===== config.mk =====
export PLATFORM = sky130hd
export DESIGN_NAME = am_tune_ctrl
export DESIGN_NICKNAME = d
export VERILOG_FILES = /design/src/rtl/am_tune_ctrl.sv
export SDC_FILE = /design/constraint.sdc
export NUM_CORES = 1
export LEC_CHECK = 0
export BUFFER_PORTS_ARGS = -buffer_cell sky130_fd_sc_hd__buf_2
export CORE_AREA = 4 4 158 160
export DETAILED_ROUTE_END_ITERATION = 10
export DIE_AREA = 0 0 162 164
export PLACE_DENSITY = 0.49
export SYNTH_ARGS = -nofsm -noshare
export SYNTH_HDL_FRONTEND = slang
export SYNTH_SLANG_ARGS = --single-unit

===== constraint.sdc =====
create_clock -name clk -period 8.4 [get_ports clk]
set_input_delay 2.1 -clock clk [delete_from_list [all_inputs] [get_ports clk]]
set_output_delay 2.1 -clock clk [all_outputs]
set_load 0.03 [all_outputs]

===== src/rtl/am_tune_ctrl.sv =====
// Station tuning / seek sequencer: steps the NCO phase increment in 9 kHz channels,
// settles, measures carrier level, and drives audio mute. Optional squelch: SQUELCH_EN.
module am_tune_ctrl #(
    parameter int PHASE_BASE = 709151,
    parameter int PHASE_STEP = 12020,
    parameter int CH_MAX     = 119,
    parameter int CH_DEFAULT = 45,
    parameter int SETTLE_N   = 64,
    parameter int MEAS_LOG2  = 6
) (
    input  logic        clk,
    input  logic        RST,
    input  logic        tune_up,
    input  logic        tune_down,
    input  logic        scan_up,
    input  logic        scan_down,
    input  logic [15:0] demod_in,
    input  logic        demod_tick,
    input  logic [15:0] thresh,
    output logic [25:0] phase_inc,
    output logic [6:0]  chan,
    output logic [15:0] level,
    output logic        mute,
    output logic        busy,
    output logic        locked
);

    localparam int ACC_W  = 16 + MEAS_LOG2;
    localparam int SET_W  = $clog2(SETTLE_N + 1);
    localparam int MEAS_N = 1 << MEAS_LOG2;
    localparam int MEAS_W = MEAS_LOG2 + 1;

    localparam logic [25:0] PI_BASE = 26'(PHASE_BASE);
    localparam logic [25:0] PI_STEP = 26'(PHASE_STEP);
    localparam logic [25:0] PI_TOP  = 26'(PHASE_BASE + CH_MAX * PHASE_STEP);
    localparam logic [25:0] PI_DEF  = 26'(PHASE_BASE + CH_DEFAULT * PHASE_STEP);
    localparam logic [6:0]  CH_TOP  = 7'(CH_MAX);
    localparam logic [6:0]  CH_RST  = 7'(CH_DEFAULT);

`ifdef SQUELCH_EN
    localparam bit SQUELCH = 1'b1;
`else
    localparam bit SQUELCH = 1'b0;
`endif

    typedef enum logic [2:0] {IDLE, STEP, SETTLE, MEASURE, DECIDE} state_t;

    state_t            state;
    logic              dir_up;
    logic              scan_mode;
    logic [6:0]        origin;
    logic [25:0]       origin_pi;
    logic [7:0]        scan_cnt;
    logic [SET_W-1:0]  settle_cnt;
    logic [MEAS_W-1:0] meas_cnt;
    logic [ACC_W-1:0]  acc;
    logic [2:0]        n_cmd;
    logic [15:0]       level_new;
    logic              below;

    assign n_cmd     = 3'(tune_up) + 3'(tune_down) + 3'(scan_up) + 3'(scan_down);
    assign level_new = acc[ACC_W-1:MEAS_LOG2];
    assign below     = level_new < thresh;

    always_ff @(posedge clk) begin
        if (RST) begin
            state      <= IDLE;
            chan       <= CH_RST;
            phase_inc  <= PI_DEF;
            level      <= '0;
            mute       <= 1'b0;
            busy       <= 1'b0;
            locked     <= 1'b0;
            dir_up     <= 1'b0;
            scan_mode  <= 1'b0;
            origin     <= CH_RST;
            origin_pi  <= PI_DEF;
            scan_cnt   <= '0;
            settle_cnt <= '0;
            meas_cnt   <= '0;
            acc        <= '0;
        end else begin
            case (state)
                IDLE: begin
                    mute <= SQUELCH && (level < thresh);
                    if (n_cmd == 3'd1) begin
                        dir_up    <= tune_up | scan_up;
                        scan_mode <= scan_up | scan_down;
                        busy      <= 1'b1;
                        mute      <= 1'b1;
                        state     <= STEP;
                        if (scan_up | scan_down) begin
                            origin    <= chan;
                            origin_pi <= phase_inc;
                            scan_cnt  <= '0;
                            locked    <= 1'b0;
                        end
                    end
                end
                STEP: begin
                    // Incremental retune with wrap at both band edges.
                    if (dir_up) begin
                        if (chan == CH_TOP) begin
                            chan      <= '0;
                            phase_inc <= PI_BASE;
                        end else begin
                            chan      <= chan + 7'd1;
                            phase_inc <= phase_inc + PI_STEP;
                        end
                    end else begin
                        if (chan == '0) begin
                            chan      <= CH_TOP;
                            phase_inc <= PI_TOP;
                        end else begin
                            chan      <= chan - 7'd1;
                            phase_inc <= phase_inc - PI_STEP;
                        end
                    end
                    scan_cnt   <= scan_cnt + 8'd1;
                    settle_cnt <= '0;
                    state      <= SETTLE;
                end
                SETTLE: begin
                    if (demod_tick) begin
                        if (settle_cnt == SET_W'(SETTLE_N - 1)) begin
                            state    <= MEASURE;
                            acc      <= '0;
                            meas_cnt <= '0;
                            if (!scan_mode) mute <= 1'b0;
                        end else begin
                            settle_cnt <= settle_cnt + 1'b1;
                        end
                    end
                end
                MEASURE: begin
                    if (demod_tick) begin
                        acc <= acc + ACC_W'(demod_in);
                        if (meas_cnt == MEAS_W'(MEAS_N - 1)) state <= DECIDE;
                        else meas_cnt <= meas_cnt + 1'b1;
                    end
                end
                DECIDE: begin
                    level <= level_new;
                    if (scan_mode && below && (scan_cnt < 8'(CH_MAX + 1))) begin
                        state <= STEP;
                    end else begin
                        state <= IDLE;
                        busy  <= 1'b0;
                        mute  <= SQUELCH && below;
                        if (scan_mode && !below) locked <= 1'b1;
                        // Full band without a carrier: return to where the seek began.
                        if (scan_mode && below) begin
                            chan      <= origin;
                            phase_inc <= origin_pi;
                            locked    <= 1'b0;
                        end
                    end
                end
                default: state <= IDLE;
            endcase
        end
    end

endmodule

**After elaboration in Yosys (flattened, before gate mapping)**

Cells that the tools add are included.

- Word-level logic and storage cells: 121
- Input bits: 39
- Register bits: 134
- Output and inout port bits: 52

- Reductions and logical operators: 23
- $lt $le $gt $ge: 2
- Eq/ne operators: 20
- Add/subtract/negate cells: 11
- Bitwise logic cells: 2
- Mux-type cells: 48

Operators by type and width:

| cell | count |
|---|---|
| 26-bit 2-to-1 mux | 5 |
| 7-bit 2-to-1 mux | 11 |
| 22-bit 2-to-1 mux | 3 |
| 26-bit case mux with 2 select lines | 1 |
| 22-bit case mux with 2 select lines | 1 |
| 7-bit case mux with 2 select lines | 3 |
| 26-bit by 14-bit adder with 26-bit output, second input constant | 1 |
| 26-bit by 14-bit subtractor with 26-bit output, second input constant | 1 |
| 22-bit by 16-bit adder with 22-bit output | 1 |
| 2-bit != test, second input constant | 11 |
| 7-bit by 1-bit adder with 7-bit output, second input constant | 3 |
| 5-bit AND reduction | 4 |
| 16-bit < comparator | 1 |
| 8-bit 2-to-1 mux | 2 |
| 8-bit case mux with 2 select lines | 1 |
| 3-bit 2-to-1 mux | 5 |
| 3-bit case mux with 5 select lines | 1 |
| 3-bit AND reduction | 5 |
| 7-bit by 6-bit equality test with 1-bit output, second input constant | 2 |
| 1-bit 2-to-1 mux | 12 |
| 2-bit nonzero test | 5 |
| 8-bit by 1-bit adder with 8-bit output, second input constant | 1 |
| 8-bit by 7-bit < comparator with 1-bit output, second input constant | 1 |
| 7-bit equality test, second input constant | 1 |
| 18 further kinds | 24 |

**Logic depth before layout (Yosys ltp)**

- Word-level depth: 7
- Gate-level depth with buffers: 12
- Mapped depth without buffers: 12

**Worst setup path before layout**

Ideal clock, no wire load.

- Kind: input-to-reg
- Start point: input port tune_up
- End point: register origin[0]
- Stages on the path: 12
- Data required time: 8337 ps
- Path buffers: 2
- Arrival time: 4426 ps
- Setup slack: 3911 ps
- Path through: inv_1 fa_1 inv_1 ha_1 ha_1 nor3b_1 nand2_1 nor2_1 clkbuf_1 buf_1 nand2_1 nand3b_1

- Word-level cells in the longest chain between the ends: 5

RTL lines:

| item | line | source |
|---|---|---|
| from (decl) | 13 | `input logic tune_up,` |
| 1-bit by 1-bit adder with 2-bit output | 61 | `assign n_cmd = 3'(tune_up) + 3'(tune_down) + 3'(scan_up) + 3'(scan_down);` |
| 2-bit by 1-bit adder with 3-bit output | 61 |  |
| 3-bit by 1-bit adder with 3-bit output | 61 |  |
| 3-bit by 1-bit equality test with 1-bit output | 86 | `if (n_cmd == 3'd1) begin` |
| 3-bit AND reduction (no line) | n/a |  |
| to (signal assigned) | 93 | `origin <= chan;` |
| to (decl) | 51 | `logic [6:0] origin;` |

Every way passes these cells.
A chain may end at the register's enable or synchronous reset.

**Final worst setup path**

- Start point: input port tune_up
- End point: register origin_pi[25]

- Word-level cells in the longest chain between the ends: 5

RTL lines:

| item | line | source |
|---|---|---|
| 1-bit by 1-bit adder with 2-bit output | 61 |  |
| 2-bit by 1-bit adder with 3-bit output | 61 |  |
| 3-bit by 1-bit adder with 3-bit output | 61 |  |
| 3-bit by 1-bit equality test with 1-bit output | 86 |  |
| 3-bit AND reduction (no line) | n/a |  |
| to (signal assigned) | 94 | `origin_pi <= phase_inc;` |
| to (decl) | 52 | `logic [25:0] origin_pi;` |

Every way passes these cells.

==> results.md <==
- Status: complete, no violations
- Post-CTS Setup Repair Bufs: 0
- Yosys warning total: 0
- Top_reg_cell synth: dfxtp_1
- Startpoint types: primary input
- Diode count: 0
- CTS Sinks: 134
- Critical-path cell list: buf_2, inv_1, fa_1, inv_1, ha_1, ha_1, nor3b_1, nand2_1, nor2_4, nand2_1, a21oi_1
- Number of port buffers: 90
- Max stage delay on crit path: 830 ps
- Pin count of the biggest net entering global routing: 67
- Synthesized flop and latch total: 134
- RSZ-0062 raised after global routing: no
- Worst endpoint required time: 8740 ps
- Post-CTS Hold Fix Bufs: 0
- Layout Nets: 1188
- Rel. slew slack: 31.5%
- Clk buf depth: 2
- Vias: 7661
- Most frequent cell after synthesis: nand2_1
- Worst r2r src: chan[0]$_SDFFE_PP1P_
- Rows: 56
- Least-Margin Pin Slew: 1020 ps
- Clk root buf: clkbuf_16
- Drt total wl: 23.8 mm
- Syn Inst Count: 1060
- Ys async rst share: 0%
- Yosys cell types: 84
- Worst Setup End Kind: flop
- Area leader, netlist: dfxtp_1
- Drt drc: 0
- Final period util: 54.1%
- GRT overflow: 0
- Top post-synthesis cells by count: nand2_1, dfxtp_1, a21oi_1
- Largest cells by area after synthesis: dfxtp_1, nand2_1, a21oi_1, ha_1, nor2_1
- Core area: 23400 sq um
- Fmax: 220 MHz
- DIE AREA: 26600 sq um
- Final hold violations: 0
- Placed cell areas: 8810 sq um
- Arrival @ worst endpoint: 4890 ps
- Worst Reg-to-Reg Cells: 9
- Worst Hold Class: reg -> reg
- CTS Buf Count: 17
- Cts repair resizes: 0
- Via density per instance: 5.32
- Initial antenna violation count: 1
- Hold Crit Endpoint: level[4]$_SDFFE_PP0P_
- Drt pass-1 iters: 5
- Fillers: 2485
- Gr usage total: 18.1%
- Fraction of layout cells with a size suffix above 1: 14.1%
- First-pass GRT wire length: 39.0 mm
- Synth Cell Area: 8180 sq um
- Pwr/cell area: 276 nW/um^2
- H-tree levels: 4
- Period minus WS final: 4550 ps
- Initial Util: 34.9%
- Worst r2r dst: phase_inc[22]$_SDFFE_PP0P_
- Clock Latency Late Sink: 420 ps
- Synth-to-layout area growth: 15.4%
- Seq/Total Area, Yosys: 32.8%
- Crit-path max FO: 39
- Top-level I/O count: 91
- Half-perimeter wire length after detailed placement: 16.0 mm
- Post-synth EDFFs: 0
- LEAKAGE: 3.67 nW
- CTS clock-pin slew for the worst setup and hold paths: 50 ps
- Kind of critical path: in -> reg
- Final setup TNS: 0 ps
- Hold path depth: 2
- Share of the synthesized area in the top cell type: 32.8%
- Clock Skew: 10.9 ps
- Slowest cell on crit path: nor2_4
- Worst reg2reg setup slack: 5400 ps
- Vias in the first global route: 7283
- Final Instance Area: 9440 sq um
- Die W: 162 microns
- Slew Viols, Final: 0
- Die H: 164 microns
- Initial drt markers: 400
- Setup crit start: tune_up
- Peak supply drop: 0.121 mV
- Hold Path Origin: level[4]$_SDFFE_PP0P_
- Synth Net Count: 1141
- Final antenna-violating net count: 0
- Final setup viols: 0
- CTS tree: yes
- Syn Area/Cell: 7.71 sq um
- Average routed wire per standard cell: 16.5 microns
- GP Congestion: 0.814
- Max cap viols: 0
==> cell usage in the layout, fill, tap and decap left out, types with 15 or more instances in the layout <==
cell / count
xnor2_1: 20
nor3_1: 29
nand2_1: 163
ha_1: 40
a21oi_1: 100
nand3b_1: 17
nand3_1: 24
dfxtp_1: 134
clkbuf_16: 17
nor2_1: 89
nand2b_1: 15
o21ai_0: 40
a211oi_1: 25
inv_1: 38
buf_2: 89
==> worst max-delay path by stage <==
stage                                 endpoint  slack (ps)  depth (start not counted)
global route            origin[4]$_SDFFE_PP0P_        3560                         11
CTS                 origin_pi[25]$_SDFFE_PP0P_        3810                         11
detailed placement  origin_pi[25]$_SDFFE_PP0P_        3350                         11
floorplan               origin[0]$_SDFFE_PP1P_        3910                         12
global placement    origin_pi[23]$_SDFFE_PP0P_        3480                         11
finish              origin_pi[25]$_SDFFE_PP0P_        3850                         11
==> state kept, by name, summed over array words and instances (netlist names) <==
register / flops
acc: 22
busy: 1
chan: 7
dir_up: 1
level: 16
locked: 1
meas_cnt: 7
mute: 1
origin: 7
origin_pi: 26
phase_inc: 26
scan_cnt: 8
scan_mode: 1
settle_cnt: 7
state: 3
==> through the flow <==
step           total power, W  utilization, %  std cells  worst slack (ps)  hold slack (ps)
2_1_floorplan         0.00157               -       1060              3910              432
3_3_place_gp          0.00182            37.6       1407              3480              443
3_5_place_dp          0.00182            37.6       1407              3350              447
4_1_cts               0.00263            40.3       1439              3810              455
5_1_grt               0.00277            40.3       1439              3560              474
6_report              0.00261            40.3       1439              3850              452
==> logic make-up (layout without fill, tap and decap cells) <==
kind of cell / after synthesis / count (layout) / share of synthesized area (%)
multiplexers: 5 / 5 / 0.643
AND/OR/NAND/NOR: 423 / 423 / 24.7
AO/OA/AOI/OAI: 313 / 313 / 26.1
adder cells (fa/ha/maj): 42 / 42 / 6.61
XOR/XNOR: 34 / 34 / 3.64
flip-flops: 134 / 134 / 32.8
buffers and inverters: 109 / 169 / 5.45
==> worst max-delay path: cells and delay by family <==
family                     cells  cell delay [ps]
and+or+nand+nor                4             1470
adders and majority gates      3              960
buffers and inverters          3              180
AOI/OAI and AO/OA              1              150
==> final cells by class <==
cell class	instances	area (sq um)	share of cell area, %
multi-input cells	817	5060	53.7
flip-flops and latches	134	2680	28.4
repair buffers	99	520	5.52
clock buffers	24	512	5.42
well taps	319	399	4.23
inverters	38	143	1.51
clock inverters	8	118	1.25
==> per-layer routing <==
layer | share of wire [%] | GRT usage (%) | vias to the layer above
met3 | 4.1 | 3.14 | 24
li1 | - | - | 3917
met1 | 48 | 24.3 | 3571
met2 | 47 | 30.3 | 147
met4 | 1.0 | 4.58 | 2
met5 | 0.029 | 0 | -
==> power by group <==
group / leakage (nW) / internal [W] / switching, W / total, W
registers: 1.09 / 0.000715 / 0.000172 / 0.000887
logic: 2.27 / 0.000337 / 0.000587 / 0.000924
clock network: 0.312 / 0.000513 / 0.000285 / 0.000798
Note: power is estimated with default switching activity, not from simulation.
